==> src/rtl/zx81_pkg.sv <==
// Shared types for the ZX81 RAM arbiter: requester identity, arbiter FSM states,
// and the read latency of the synchronous system RAM.
package zx81_pkg;
  typedef enum logic [1:0] {NONE, CPU, LDR} owner_t;
  typedef enum logic [1:0] {SHARE, DRAIN, HOLD, RELEASE} arb_state_t;
  localparam int RAM_RD_LATENCY = 1;
endpackage

==> src/rtl/zx81_starve_timer.sv <==
// Saturating count of consecutive cycles the loader was kept waiting.
module zx81_starve_timer #(
  parameter int MAX = 8,
  parameter int W   = 8
) (
  input  logic clk,
  input  logic reset,
  input  logic inc,
  input  logic clr,
  output logic at_max
);
  logic [W-1:0] cnt;

  always_ff @(posedge clk) begin
    if (reset || clr)             cnt <= '0;
    else if (inc && !at_max)      cnt <= cnt + W'(1);
  end

  assign at_max = (cnt == W'(MAX));
endmodule

==> src/rtl/zx81_ram_arbiter.sv <==
// Shares the single synchronous system RAM between the Z80 and the loader port.
// CPU has priority in SHARE; HOLD gives the loader exclusive access with the CPU stalled.
module zx81_ram_arbiter
  import zx81_pkg::*;
#(
  parameter int AW         = 16,
  parameter int STARVE_MAX = 8
) (
  input  logic          clk_sys,
  input  logic          reset,
  input  logic          cpu_req,
  input  logic          cpu_we,
  input  logic [AW-1:0] cpu_a,
  input  logic [7:0]    cpu_wdata,
  output logic [7:0]    cpu_rdata,
  output logic          cpu_wait_n,
  input  logic          ldr_valid,
  output logic          ldr_ready,
  input  logic          ldr_we,
  input  logic [AW-1:0] ldr_a,
  input  logic [7:0]    ldr_wdata,
  output logic [7:0]    ldr_rdata,
  output logic          ldr_rvalid,
  input  logic          ldr_hold,
  output logic          ldr_held,
  output logic          ram_ce,
  output logic          ram_we,
  output logic [AW-1:0] ram_a,
  output logic [7:0]    ram_wdata,
  input  logic [7:0]    ram_rdata
);
  arb_state_t state, state_nxt;
  owner_t     grant, rd_grant, owner_q;
  owner_t     owner_pipe [RAM_RD_LATENCY];
  logic       at_max;

  zx81_starve_timer #(.MAX(STARVE_MAX), .W(8)) u_starve (
    .clk    (clk_sys),
    .reset  (reset),
    .inc    (ldr_valid & ~ldr_ready),
    .clr    (~ldr_valid | ldr_ready),
    .at_max (at_max)
  );

  always_ff @(posedge clk_sys) begin
    if (reset) state <= SHARE;
    else       state <= state_nxt;
  end

  always_comb begin
    state_nxt  = state;
    grant      = NONE;
    cpu_wait_n = 1'b1;
    ldr_held   = 1'b0;
    case (state)
      SHARE: begin
        // A starved loader steals the slot; the stalled CPU re-presents its cycle.
        if (at_max && ldr_valid) begin
          grant      = LDR;
          cpu_wait_n = 1'b0;
        end else if (cpu_req)   grant = CPU;
        else if (ldr_valid)     grant = LDR;
        if (ldr_hold) state_nxt = DRAIN;
      end
      DRAIN: begin
        cpu_wait_n = 1'b0;
        if (ldr_valid) grant = LDR;
        state_nxt = ldr_hold ? HOLD : RELEASE;
      end
      HOLD: begin
        cpu_wait_n = 1'b0;
        ldr_held   = 1'b1;
        if (ldr_valid) grant = LDR;
        if (!ldr_hold) state_nxt = RELEASE;
      end
      RELEASE: begin
        cpu_wait_n = 1'b0;
        state_nxt  = SHARE;
      end
      default: state_nxt = SHARE;
    endcase
    if (reset) begin
      grant      = NONE;
      cpu_wait_n = 1'b1;
      ldr_held   = 1'b0;
    end
  end

  assign ldr_ready = (grant == LDR);

  always_comb begin
    ram_ce    = 1'b0;
    ram_we    = 1'b0;
    ram_a     = '0;
    ram_wdata = '0;
    rd_grant  = NONE;
    case (grant)
      CPU: begin
        ram_ce    = 1'b1;
        ram_we    = cpu_we;
        ram_a     = cpu_a;
        ram_wdata = cpu_wdata;
        if (!cpu_we) rd_grant = CPU;
      end
      LDR: begin
        ram_ce    = 1'b1;
        ram_we    = ldr_we;
        ram_a     = ldr_a;
        ram_wdata = ldr_wdata;
        if (!ldr_we) rd_grant = LDR;
      end
      default: ;
    endcase
  end

  // Tracks who owns the read data emerging from the RAM, one entry per latency cycle.
  always_ff @(posedge clk_sys) begin
    if (reset) begin
      for (int i = 0; i < RAM_RD_LATENCY; i++) owner_pipe[i] <= NONE;
    end else begin
      owner_pipe[0] <= rd_grant;
      for (int i = 1; i < RAM_RD_LATENCY; i++) owner_pipe[i] <= owner_pipe[i-1];
    end
  end

  assign owner_q = owner_pipe[RAM_RD_LATENCY-1];

  always_ff @(posedge clk_sys) begin
    if (reset) begin
      cpu_rdata  <= 8'hFF;
      ldr_rdata  <= 8'h00;
      ldr_rvalid <= 1'b0;
    end else begin
      ldr_rvalid <= (owner_q == LDR);
      if (owner_q == CPU) cpu_rdata <= ram_rdata;
      if (owner_q == LDR) ldr_rdata <= ram_rdata;
    end
  end
endmodule
==> config.mk <==
export PLATFORM = sky130hd
export DESIGN_NAME = zx81_ram_arbiter
export DESIGN_NICKNAME = d
export VERILOG_FILES = /design/src/rtl/zx81_pkg.sv /design/src/rtl/zx81_starve_timer.sv /design/src/rtl/zx81_ram_arbiter.sv
export SDC_FILE = /design/constraint.sdc
export NUM_CORES = 1
export LEC_CHECK = 0
export ABC_AREA = 1
export CORE_UTILIZATION = 39
export CTS_CLUSTER_SIZE = 20
export DETAILED_ROUTE_END_ITERATION = 7
export PLACE_DENSITY = 0.84
export SYNTH_ARGS = -nofsm -noshare
export SYNTH_HDL_FRONTEND = slang
export SYNTH_SLANG_ARGS = --single-unit
==> constraint.sdc <==
create_clock -name clk_sys -period 5.2 [get_ports clk_sys]
set_clock_uncertainty 0.2 [all_clocks]
set_input_delay 0.52 -clock clk_sys [delete_from_list [all_inputs] [get_ports clk_sys]]
set_output_delay 0.52 -clock clk_sys [all_outputs]
set_load 0.01 [all_outputs]
==> results by group, run 1 <==
Outcome
  • Status: completed

Route
  • Drc violations: 0
  • Via count: 2075
  • Drt first pass iters: 4
  • Routed Antenna Nets: 0
  • Vias per inst: 4.826
  • Total wire length: 5111 um
  • Drt wl/cell: 11.89 um
  • DRT iter0 DRCs: 82

Worst setup path
  • Worst EP arrival: 3.55 ns
  • Critical path launch point type: input pin
  • Critical path data required time: 4.48 ns
  • Crit. End Element: output port
  • Reg-to-reg startpoint: u_starve.cnt[0]$_SDFFE_PP0P_
  • Worst R2R Setup Slack: 2.65 ns
  • Worst reg2reg path endpoint: owner_pipe[0][0]$_SDFF_PP0_
  • CP Depth: 8
  • Crit path from: reset
  • CP Buf/Inv Count: 4
  • Kind of critical path: input pin to output port
  • R2R cell count: 11
  • CP max FO: 26
  • Top delay family on crit path: buffers and inverters
  • Crit-path slowest cell: ha_1
  • Delay of the slowest cell on the worst path: 0.72 ns
  • Worst Setup EP: ram_we
  • Cells along the critical path: clkdlybuf4s50_1 -> inv_1 -> nand4_1 -> inv_1 -> ha_1 -> nand2_1 -> a21oi_1 -> clkdlybuf4s50_1

Logic synthesis
  • Syn nets: 346
  • Mapped cell area: 1703 um^2
  • Yosys reg bits: 29
  • Most common library cells after synthesis: nand2_1 (99), a21oi_1 (35), nor2_1 (32)
  • Largest cells by area after synthesis: dfxtp_1 (34%), nand2_1 (22%), a21oi_1 (10%)
  • Post-synth EDFFs: 0
  • Largest area contributor in the netlist: dfxtp_1
  • Post-synthesis adder-cell area fraction: 0.06613
  • Most numerous cell in the Yosys netlist: nand2_1
  • Predominant post-synthesis flop cell: dfxtp_1
  • Async SR Flop Fraction: 0
  • Mapped Cells: 274
  • Largest family of logic cells by synthesized area: simple AND/OR/NAND/NOR gates
  • Top-area cell type share of the netlist area: 0.3409
  • Syn_area_per_cell: 6.215 um^2
  • Mux contribution to synthesized area: 0
  • Synth Area in Simple Gates: 0.3644
  • Yosys Warn Count: 0
  • Compound-Gate Fraction of Synth Area: 0.1447
  • Register area share after synthesis: 0.3409
  • Yosys cell types: 21
  • Synth Area in XOR/XNOR: 0.005143

Power
  • Leakage: 1.155 nW
  • Seq pwr share: 0.336
  • Clock power share: 0.283
  • Switching Share: 0.3273
  • Pint: 0.4900 mW
  • Max VDD drop: 0.0001321 V
  • Psw: 0.2384 mW
  • Logic pwr share: 0.380
  • Power per cell area: 251.1 nW/um^2

Timing
  • Tcrit/Tclk final: 0.8208
  • # setup viols final: 0
  • Relative slew slack: 0.4256
  • Unrepaired setup endpoints after global routing: false
  • Minimum clock period: 4.268 ns
  • Peak Freq: 234.3 MHz
  • Worst-margin pin slew: 0.8616 ns
  • Final hold vios: 0
  • Setup TNS: 0 ns
  • Slew Limit Fails: 0

Global routing
  • Number of global-route vias before repair: 1887
  • GRT Util Overall: 0.2298
  • Largest net degree at the start of global routing: 28
  • Initial antenna violation count: 0
  • First-pass GRT wire length: 7941 um
  • Congestion Overflow GR: 0

Floorplan
  • I/O pins: 109
  • Die area: 4635 um^2
  • Die width: 68.08 um
  • Starting Density: 0.4167
  • Core area: 4086 um^2
  • Rows: 23
  • Die Span Y: 68.08 um

Placement
  • Port Buffers: 108
  • Placed cell area: 2799 um^2
  • Final Wtd Congestion: 0.8632
  • Dpl hpwl: 3960 um

Final layout
  • Filler cells: 350
  • Area delta synth->final: 70.32%
  • Design area: 2900 um^2
  • Layout cells sized above 1: 0.02895
  • Ant. Diodes: 0
  • Fin nets: 451

Clock tree
  • Post-CTS Resized: 0
  • CTS hold repair buffers: 0
  • CTS HTree Levels: 2
  • Clk_lat worst skew: 0.28 ns
  • Clock transition at path regs: 0.06 ns
  • Num CTS Buffers: 5
  • CTS tree: done
  • # clock sinks: 29
  • Root Driver: clkbuf_8
  • Maximum clock path buffer count: 2
  • Number of post-CTS setup repair buffers: 0

Flow run
  • MaxCap Viol Count: 0

Worst hold path
  • Hold Path Class: flop to flop
## through the flow
stage / worst slack (ns) / util / hold slack, ns / std cells / total power [mW]
6_report: 0.9316 / 0.7097 / 0.2701 / 430 / 0.7284
5_1_grt: 0.6624 / 0.7097 / 0.3153 / 430 / 0.7728
4_1_cts: 0.8786 / 0.7097 / 0.2750 / 430 / 0.7341
3_5_place_dp: 0.8947 / 0.6849 / 0.2578 / 422 / 0.5274
3_3_place_gp: 1.008 / 0.6849 / 0.2544 / 422 / 0.5223
2_1_floorplan: 2.546 / - / 0.2590 / 274 / 0.3933
## cells by family (layout without fill, tap and decap cells)
group | count (synthesis) | in the layout
AOI/OAI and AO/OA | 49 | 49
xor gates and xnor gates | 1 | 1
adders and majority gates | 9 | 9
buffers and inverters | 33 | 139
DFF | 29 | 29
and+or+nand+nor | 153 | 153
## power groups by stage
| stage | clock, mW | sequential, mW | combinational, mW |
|---|---|---|---|
| global route | 0.220 | 0.246 | 0.307 |
| detailed placement | 0 | 0.250 | 0.277 |
| CTS | 0.210 | 0.245 | 0.279 |
| floorplan | 0 | 0.250 | 0.143 |
| finish | 0.206 | 0.245 | 0.277 |
| global placement | 0 | 0.249 | 0.273 |
## flip-flops by register name, summed over array words and instances (netlist names)
signal	count
cpu_rdata	8
ldr_rdata	8
u_starve.cnt	8
owner_pipe	2
state	2
ldr_rvalid	1
## metal layers
layer  track usage  up-vias  routed length, um
met4        0.1042        0                 85
li1              -     1080                  -
met3       0.07333       11                418
met1        0.2477      901               2024
met2        0.4044       83               2583
met5             0        -                  0
## area by class of cell
class | count | area, um^2 | area share
clock buffers | 7 | 96.34 | 0.03322
clock inverters | 1 | 5.005 | 0.001726
inverters | 23 | 86.33 | 0.02977
multi-input cells | 212 | 988.4 | 0.3408
flip-flops and latches | 29 | 580.6 | 0.2002
well taps | 50 | 62.56 | 0.02157
repair buffers | 108 | 1081 | 0.3727
## how the worst min path moves through the flow
stage | from | to | slack (ns) | cells past startpoint
after floorplan | u_starve.cnt[0]$_SDFFE_PP0P_ | u_starve.cnt[0]$_SDFFE_PP0P_ | 0.26 | 1
after global placement | cpu_rdata[0]$_SDFFE_PP1N_ | cpu_rdata[0]$_SDFFE_PP1N_ | 0.25 | 2
after detailed placement | cpu_rdata[0]$_SDFFE_PP1N_ | cpu_rdata[0]$_SDFFE_PP1N_ | 0.26 | 2
after CTS | cpu_rdata[0]$_SDFFE_PP1N_ | cpu_rdata[0]$_SDFFE_PP1N_ | 0.27 | 2
after global routing | cpu_rdata[7]$_SDFFE_PP1N_ | cpu_rdata[7]$_SDFFE_PP1N_ | 0.32 | 2
final | cpu_rdata[0]$_SDFFE_PP1N_ | cpu_rdata[0]$_SDFFE_PP1N_ | 0.27 | 2
## worst reg2reg max path, delay by kind of cell (launching register included)
kind | cells | cell delay (ns)
buffers and inverters | 2 | 0.15
adders and majority gates | 2 | 1.02
DFF | 1 | 0.39
and+or+nand+nor | 7 | 0.65
## placed cells by master, fill, tap and decap left out
| cell type | n |
|---|---|
| nand3_1 | 12 |
| clkinv_1 | 1 |
| a21oi_1 | 35 |
| ha_1 | 9 |
| o22ai_1 | 1 |
| clkinv_2 | 1 |
| nand3b_1 | 1 |
| clkbuf_8 | 7 |
| dfxtp_1 | 29 |
| nand2_1 | 99 |
| nor2_1 | 32 |
| nor2_2 | 1 |
| o21ai_0 | 13 |
| nand2_2 | 1 |
| xnor2_1 | 1 |
| inv_1 | 22 |
| nor3_1 | 2 |
| clkdlybuf4s50_1 | 108 |
| nor3b_1 | 2 |
| nand4_1 | 2 |
| nor2_4 | 1 |
Power figures use the tool's default switching activity.
==> run 2, diff against run 1 <==
CORE_UTILIZATION = 37   (was 39)
PLACE_DENSITY = 0.8   (was 0.84)
clock period = 4.3 ns   (was 5.2 ns; I/O delays follow)
==> run 2 against run 1 <==
Compared with the run above:
- utilization decreased by 4.6 points
- first-iteration DRC count is 94% higher
- final cell count is 1.2% higher
- count of clock-buffer cells in the layout fell by 2
- power grew 17%
- register-to-register slack lost 0.91 ns
- critical path type is now flop to output port
- largest power group unchanged
- global-route usage down 1.5 points
- setup slack worse by 0.27 ns
==> results by group, run 2 (synthesis gave the netlist of run 1 again) <==
Timing
  • Minimum clock period: 3.636 ns
  • Setup TNS: 0 ns (unchanged)
  • Unrepaired setup endpoints after global routing: false
  • # setup viols final: 0 (unchanged)
  • Final hold vios: 0 (unchanged)
  • Relative slew slack: 0.4550 (+0.02933)
  • Peak Freq: 275.0 MHz
  • Worst-margin pin slew: 0.8176 ns (-0.04400 ns)
  • Slew Limit Fails: 0 (unchanged)
  • Tcrit/Tclk final: 0.8455
  • Worst hold margin: 0.2745 ns (+0.004437 ns)

Final layout
  • Largest registers: cpu_rdata: 8 flops, ldr_rdata: 8 flops, u_starve.cnt: 8 flops
  • Design area: 2910 um^2 (+0.35%)
  • Commonest non-fill, non-tap cell in the layout: clkdlybuf4s50_1
  • Area delta synth->final: 70.90%
  • Layout cells sized above 1: 0.03655 (+0.007606)
  • Fin nets: 454 (+0.67%)
  • Ant. Diodes: 0 (unchanged)
  • Most frequent cells in the layout: clkdlybuf4s50_1 (108), nand2_1 (99), a21oi_1 (35), nor2_1 (32), dfxtp_1 (29)
  • Utilization after layout: 0.6638 (-0.04592)

Clock tree
  • CTS hold repair buffers: 0 (unchanged)
  • Number of post-CTS setup repair buffers: 0 (unchanged)
  • Num CTS Buffers: 5 (unchanged)
  • Post-CTS Resized: 0 (unchanged)
  • Maximum clock path buffer count: 2 (unchanged)
  • CTS tree: done
  • Clock transition at path regs: 0.07 ns (about the same)
  • Clk_lat worst skew: 0.28 ns (about the same)
  • Root Driver: clkbuf_8
  • # clock sinks: 29 (unchanged)
  • CTS HTree Levels: 2 (unchanged)

Worst hold path
  • Hold Path Class: flop to flop
  • HP Start: cpu_rdata[3]$_SDFFE_PP1N_
  • Endpoint of the worst hold path: cpu_rdata[3]$_SDFFE_PP1N_
  • Worst hold stages: 2 (unchanged)

Worst setup path
  • Critical path data required time: 3.67 ns (-0.81 ns)
  • R2R cell count: 11 (unchanged)
  • CP max FO: 27 (+3.8%)
  • Kind of critical path: flop to output port
  • Critical path launch point type: flop
  • Reg-to-reg startpoint: u_starve.cnt[0]$_SDFFE_PP0P_
  • Worst R2R Setup Slack: 1.74 ns (-0.91 ns)
  • Crit. End Element: output port
  • Worst EP arrival: 3.01 ns (-0.54 ns)
  • Worst reg2reg path endpoint: owner_pipe[0][0]$_SDFF_PP0_

Global routing
  • Number of global-route vias before repair: 1916 (+1.5%)
  • Congestion Overflow GR: 0 (unchanged)
  • First-pass GRT wire length: 8438 um (+6.3%)
  • Initial antenna violation count: 0 (unchanged)
  • GRT Util Overall: 0.2143 (-0.01547)
  • Largest net degree at the start of global routing: 28 (unchanged)

Power
  • Switching Share: 0.3405 (+0.01324)
  • Clock power share: 0.258 (-0.025)
  • Pint: 0.5610 mW (+14%)
  • Psw: 0.2897 mW (+22%)
  • Power per cell area: 292.3 nW/um^2 (+16%)
  • Seq pwr share: 0.347 (+0.011)
  • Leakage: 1.160 nW (+0.44%)
  • Logic pwr share: 0.394 (+0.014)
  • Max VDD drop: 0.0001782 V (+35%)

Route
  • DRT iter0 DRCs: 159 (+94%)
  • Total wire length: 5109 um (about the same)
  • Vias per inst: 4.818 (-0.15%)
  • Drt wl/cell: 11.74 um (-1.2%)
  • Routed Antenna Nets: 0 (unchanged)
  • Drc violations: 0 (unchanged)
  • Drt first pass iters: 6 (+2)
  • Via count: 2096 (+1.0%)

Floorplan
  • Core area: 4384 um^2 (+7.3%)
  • Die width: 69.84 um (+2.6%)
  • Rows: 24 (+4.3%)
  • Die Span Y: 69.84 um (+2.6%)
  • Starting Density: 0.3884 (-0.02830)
  • I/O pins: 109 (unchanged)
  • Die area: 4878 um^2 (+5.2%)

Placement
  • Port Buffers: 108 (unchanged)
  • Placed cell area: 2824 um^2 (+0.89%)
  • Final Wtd Congestion: 0.8732 (+1.2%)
  • Dpl hpwl: 3968 um (+0.20%)

Flow run
  • MaxCap Viol Count: 0 (unchanged)

Outcome
  • Status: completed
run 2: cell types whose count changed in the layout (fill, tap and decap cells not counted), sizes merged:
| cell | previous run | this run |
|---|---|---|
| clkinv | 2 | 3 |
| clkbuf | 7 | 5 |
| clkinvlp | 0 | 1 |
| buf | 0 | 3 |
run 2: final cells by class:
class	count	area, um^2
clock buffer	5	68.82
clock inverter	3	17.52
fill	387	1474
inverter	23	86.33
multi-input combinational	212	988.4
sequential	29	580.6
tap	52	65.06
timing repair buffer	111	1104
run 2: metrics by stage:
step / setup WS (ns) / power, mW / cells
CTS: 0.6099 / 0.8596 / 435
global placement: 0.9259 / 0.6331 / 427
global route: 0.3905 / 0.9119 / 435
detailed placement: 0.8663 / 0.6387 / 427
finish: 0.6643 / 0.8507 / 435
floorplan: 1.736 / 0.4756 / 274
run 2: worst max path at each step:
| stage | slack [ns] | cells after the start | to | startpoint |
|---|---|---|---|---|
| floorplan | 1.74 | 13 | ram_a[0] | u_starve.cnt[0]$_SDFFE_PP0P_ |
| global route | 0.39 | 12 | ram_wdata[0] | u_starve.cnt[0]$_SDFFE_PP0P_ |
| finish | 0.66 | 12 | ram_a[9] | u_starve.cnt[0]$_SDFFE_PP0P_ |
| global placement | 0.93 | 9 | ram_a[3] | reset |
| detailed placement | 0.87 | 9 | ram_a[9] | reset |
| CTS | 0.61 | 12 | ram_wdata[0] | u_starve.cnt[0]$_SDFFE_PP0P_ |
run 2: routing by layer:
layer  global-route usage  up-vias  share of wire
met3              0.07413       11          0.084
met5                    0        -              0
li1                     -     1084              -
met2               0.3611       86           0.49
met1               0.2329      915           0.40
met4               0.1200        0          0.029
run 2: worst max-delay path: stages (launching register included):
cell and delay [ns]:
dfxtp_1 0.38, inv_1 0.08, ha_1 0.21, nor3b_1 0.14, nand2_1 0.14, nand2_1 0.07, nand2_1 0.06, nand2_1 0.04
nand2_1 0.08, inv_1 0.06, ha_1 0.82, a21oi_1 0.09, clkdlybuf4s50_1 0.55
run 2: power groups by stage:
stage	Combinational [mW]	Clock, mW	Sequential, mW
after CTS	0.338	0.226	0.295
after global placement	0.332	0	0.301
after detailed placement	0.337	0	0.302
after floorplan	0.173	0	0.303
after global routing	0.374	0.241	0.297
final	0.336	0.220	0.296
==> patch 1 (config.mk and constraints of run 1) <==
The 4 states of `arb_state_t` get a one-hot encoding in 4 bits.
--- a/src/rtl/zx81_pkg.sv
+++ b/src/rtl/zx81_pkg.sv
@@ -4,3 +4,3 @@
   typedef enum logic [1:0] {NONE, CPU, LDR} owner_t;
-  typedef enum logic [1:0] {SHARE, DRAIN, HOLD, RELEASE} arb_state_t;
+  typedef enum logic [3:0] {SHARE = 4'b0001, DRAIN = 4'b0010, HOLD = 4'b0100, RELEASE = 4'b1000} arb_state_t;
   localparam int RAM_RD_LATENCY = 1;
Check against the original RTL: same outputs for any inputs over 10 cycles, from zero or initial values and one cycle with reset high; not proved beyond that.
==> patch 1 against run 1 <==
Setup slack better by 0.44 ns; area after synthesis rose by 5.5%; highest routed layer unchanged; global-route usage is 0.18 points higher; design area up 3.5%; sequential cell count grew 2; critical path type is now reg2out; routed wire length up 7.9%; die area increased by 5.3%; count of clock-buffer cells in the layout down 1; first-iteration DRC count increased by 71%; critical path depth is 3 higher.
Power is not compared: it rests on default switching activity, and its combinational part moved more than twofold at a synthesized area within 25%.
==> patch 1: results (changes against run 1) <==
run status finished clean (unchanged); synth top area cells dfxtp_1 35%, nand2_1 22%, a21oi_1 9.2%, nor2_1 7.1%, inv_1 5.0% (was dfxtp_1 34%, nand2_1 22%, a21oi_1 10%, nor2_1 7.1%, ha_1 6.6%); final-stage net count 463 (was 451); initial antenna violation count 0 (unchanged); library cells used by synthesis 24 (was 21); worst min path class reg2reg (unchanged); first-pass GRT wire length 9039 microns (was 7941 microns); Final HPWL DP 4342 microns (was 3960 microns); placed instance area 2884 sq um (was 2799 sq um); Post-Syn Area per Cell 6.174 sq um (was 6.215 sq um); Synth top cells by count 105 x nand2_1, 34 x nor2_1, 33 x a21oi_1 (was 99 x nand2_1, 35 x a21oi_1, 32 x nor2_1); vias per cell 4.864 (was 4.826); Filler Cell Count 394 (was 350); worst stage delay on the critical path 0.73 ns; Worst EP arrival 3.11 ns (was 3.55 ns); Synth top area share 0.3454 (was 0.3409); Least-Margin Pin Slew 0.8322 ns (was 0.8616 ns); Mapped Nets 359 (was 346); vias in the first global route 2050 (was 1887); R2R depth 12 (was 11); Ys Warns 0 (unchanged); sequential area share after synthesis 0.3454 (was 0.3409); GP Congestion 0.8458 (was 0.8632); share of layout cells above drive strength 1 0.03788 (was 0.02895); pre-CTS setup slack 1.399 ns (was 0.8947 ns); post-CTS resize count 0 (unchanged); largest net degree at the start of global routing 27 (was 28); placed insts 440 (was 422); Routed wire per std cell 12.31 microns (was 11.89 microns); initial DRC count 140 (was 82); Worst Hold Path Cells 2 (unchanged); GRT Total Usage 0.2316 (was 0.2298); final WL 5515 microns (was 5111 microns)
[patch 1: layout make-up]
type                       count  area [sq um]  share of cell area
multi-input combinational    222          1016              0.3385
timing repair buffer         108          1081              0.3602
tap                           52         65.06             0.02168
clock buffer                   6         82.58             0.02751
inverter                      27         101.3             0.03376
sequential                    31         620.6              0.2068
clock inverter                 2         35.03             0.01167
[patch 1: power by group]
part | total [mW] | leakage [nW] | switching (mW) | internal, mW
logic | 0.135 | 0.872 | 0.0617 | 0.0737
clock network | 0.248 | 0.0612 | 0.0933 | 0.155
registers | 0.247 | 0.251 | 0.00409 | 0.243
[patch 1: final timing paths]
kind / from / endpoint / slack [ns]
max reg2reg: u_starve.cnt[0] / owner_pipe[0][0] / 2.58
max: u_starve.cnt[0] / ram_wdata[1] / 1.37
min reg2reg: cpu_rdata[2] / cpu_rdata[2] / 0.28
min: cpu_rdata[2] / cpu_rdata[2] / 0.28
[patch 1: worst max-delay path, delay by kind of cell, from the launching register on]
kind                     cells  cell delay (ns)
adder cells (fa/ha/maj)      2             0.95
buffers and inverters        2             0.66
AND/OR/NAND/NOR              6             0.57
flip-flops                   1             0.40
AO/OA/AOI/OAI                1             0.23
[patch 1: layer usage]
metal,vias to the layer above,part of all wire,global-route usage
met1,954,0.40,0.2659
met4,0,0.029,0.1178
met2,85,0.50,0.3953
met3,13,0.070,0.05916
met5,-,0,0
li1,1127,-,-
[patch 1: logic make-up (layout without fill, tap and decap cells)]
family | Yosys count | in the layout | share of synthesized area
and+or+nand+nor | 168 | 168 | 0.3886
DFF | 31 | 31 | 0.3454
AOI/OAI and AO/OA | 47 | 47 | 0.1323
xor gates and xnor gates | 2 | 2 | 0.009751
buffers and inverters | 38 | 143 | 0.08913
adders and majority gates | 5 | 5 | 0.03482
==> patch 2 (settings of run 1) <==
Without the edit above. Change the parameter `AW` from 16 to 15.
--- a/src/rtl/zx81_ram_arbiter.sv
+++ b/src/rtl/zx81_ram_arbiter.sv
@@ -5,3 +5,3 @@
 #(
-  parameter int AW         = 16,
+  parameter int AW         = 15,
   parameter int STARVE_MAX = 8
Interface: changed (resized cpu_a, ldr_a and ram_a); port bits go from 109 to 106. The function was not compared with the original's and may differ.
==> patch 2 against run 1 <==
Setup slack gained 0.41 ns; highest routed layer unchanged; routed wire length rose by 5.7%; area after synthesis decreased by 0.96%; total power grew 4.6%; design area down 0.69%; sequential cell count unchanged; via count unchanged; cell count fell by 1.2%.
==> patch 2: results (changes against run 1) <==
final-stage net count 444 (was 451); vias per cell 4.882 (was 4.826); Post-Syn Area per Cell 6.224 sq um (was 6.215 sq um); peak supply drop 139.9 uV (was 132.1 uV); Final HPWL DP 4258 microns (was 3960 microns); largest net degree at the start of global routing 26 (was 28); library cells used by synthesis 20 (was 21); worst stage delay on the critical path 0.67 ns (was 0.72 ns); biggest regs cpu_rdata: 8 flops, ldr_rdata: 8 flops, u_starve.cnt: 8 flops (unchanged); Synth top cells by count 97 x nand2_1, 34 x a21oi_1, 32 x nor2_1 (was 99 x nand2_1, 35 x a21oi_1, 32 x nor2_1); GRT Total Usage 0.2464 (was 0.2298); Setup violations, final 0 (unchanged); initial antenna violation count 0 (unchanged); XOR/XNOR Fraction of Synth Area 0.005193 (was 0.005143); placed instance area 2764 sq um (was 2799 sq um); Synth Area in Adders 0.06677 (was 0.06613); Finished Layout Cells 425 (was 430); crit-path leading delay family adder cells (was buffers and inverters); Mapped Nets 341 (was 346); Filler Cell Count 340 (was 350); relative slew slack 0.4565 (was 0.4256); clock buffer count from CTS 5 (unchanged); Max clock buf depth 2 (unchanged); Compound-Gate Fraction of Synth Area 0.1432 (was 0.1447); Ys Warns 0 (unchanged); Routed wire per std cell 12.71 microns (was 11.89 microns); port buffer count 105 (was 108); worst skew pair latency 0.28 ns (about the same); post-CTS resize count 0 (unchanged); first-pass GRT wire length 8459 microns (was 7941 microns); vias in the first global route 1929 (was 1887); placed insts 417 (was 422); sequential area share after synthesis 0.3442 (was 0.3409); share of layout cells above drive strength 1 0.02933 (was 0.02895); Worst EP arrival 3.14 ns (was 3.55 ns); run status finished clean (unchanged); Pleak 1.147 nW (was 1.155 nW); root buffer cell clkbuf_8 (unchanged); Sw Ratio 0.3128 (was 0.3273); synth top area cells dfxtp_1 34%, nand2_1 22%, a21oi_1 10%, nor2_1 7.1%, ha_1 6.7% (was dfxtp_1 34%, nand2_1 22%, a21oi_1 10%, nor2_1 7.1%, ha_1 6.6%); CP max stage cell ha_1 (unchanged); mux contribution to synthesized area 0 (unchanged); GP Congestion 0.8354 (was 0.8632); initial DRC count 107 (was 82); CP Max Fanout 24 (was 26)
patch 2: area by class of cell:
cell class	count	area (sq um)	share of cell area
clock buffers	7	86.33	0.02997
clock inverters	1	30.03	0.01043
inverters	23	86.33	0.02997
multi-input cells	209	975.9	0.3388
flip-flops and latches	29	580.6	0.2016
well taps	50	62.56	0.02172
repair buffers	106	1059	0.3675
patch 2: worst min-delay path, stage by stage (launching register included):
cell and delay [ns]:
dfxtp_1 0.33, nand2_1 0.05, nand3_1 0.06
patch 2: layer usage:
metal | vias up | GRT usage | share of wire
met3 | 18 | 0.09459 | 0.083
met2 | 88 | 0.4233 | 0.49
met5 | - | 0 | 0
met4 | 0 | 0.1170 | 0.030
met1 | 904 | 0.2619 | 0.39
li1 | 1065 | - | -
patch 2: final timing paths:
check | to | depth (start not counted) | start | slack [ns]
min | cpu_rdata[3] | 2 | cpu_rdata[3] | 0.27
min reg2reg | cpu_rdata[3] | 2 | cpu_rdata[3] | 0.27
max | ram_a[2] | 13 | u_starve.cnt[0] | 1.34
max reg2reg | owner_pipe[0][0] | 13 | u_starve.cnt[0] | 2.55
patch 2: kinds of logic (layout without fill, tap and decap cells):
| group | after synthesis | in the layout |
|---|---|---|
| adders and majority gates | 9 | 9 |
| xor gates and xnor gates | 1 | 1 |
| DFF | 29 | 29 |
| AOI/OAI and AO/OA | 48 | 48 |
| and+or+nand+nor | 151 | 151 |
| buffers and inverters | 33 | 137 |
patch 2: through the flow:
stage | setup slack (ns) | util
2_1_floorplan | 2.512 | -
3_3_place_gp | 1.410 | 0.6764
3_5_place_dp | 1.353 | 0.6764
4_1_cts | 1.301 | 0.7048
5_1_grt | 1.055 | 0.7048
6_report | 1.340 | 0.7048
patch 2: power by group through the flow:
stage | sequential [mW] | combinational (mW) | clock (mW)
floorplan | 0.250 | 0.140 | 0
global placement | 0.249 | 0.269 | 0
detailed placement | 0.250 | 0.273 | 0
CTS | 0.245 | 0.274 | 0.244
global route | 0.247 | 0.304 | 0.255
finish | 0.246 | 0.273 | 0.243
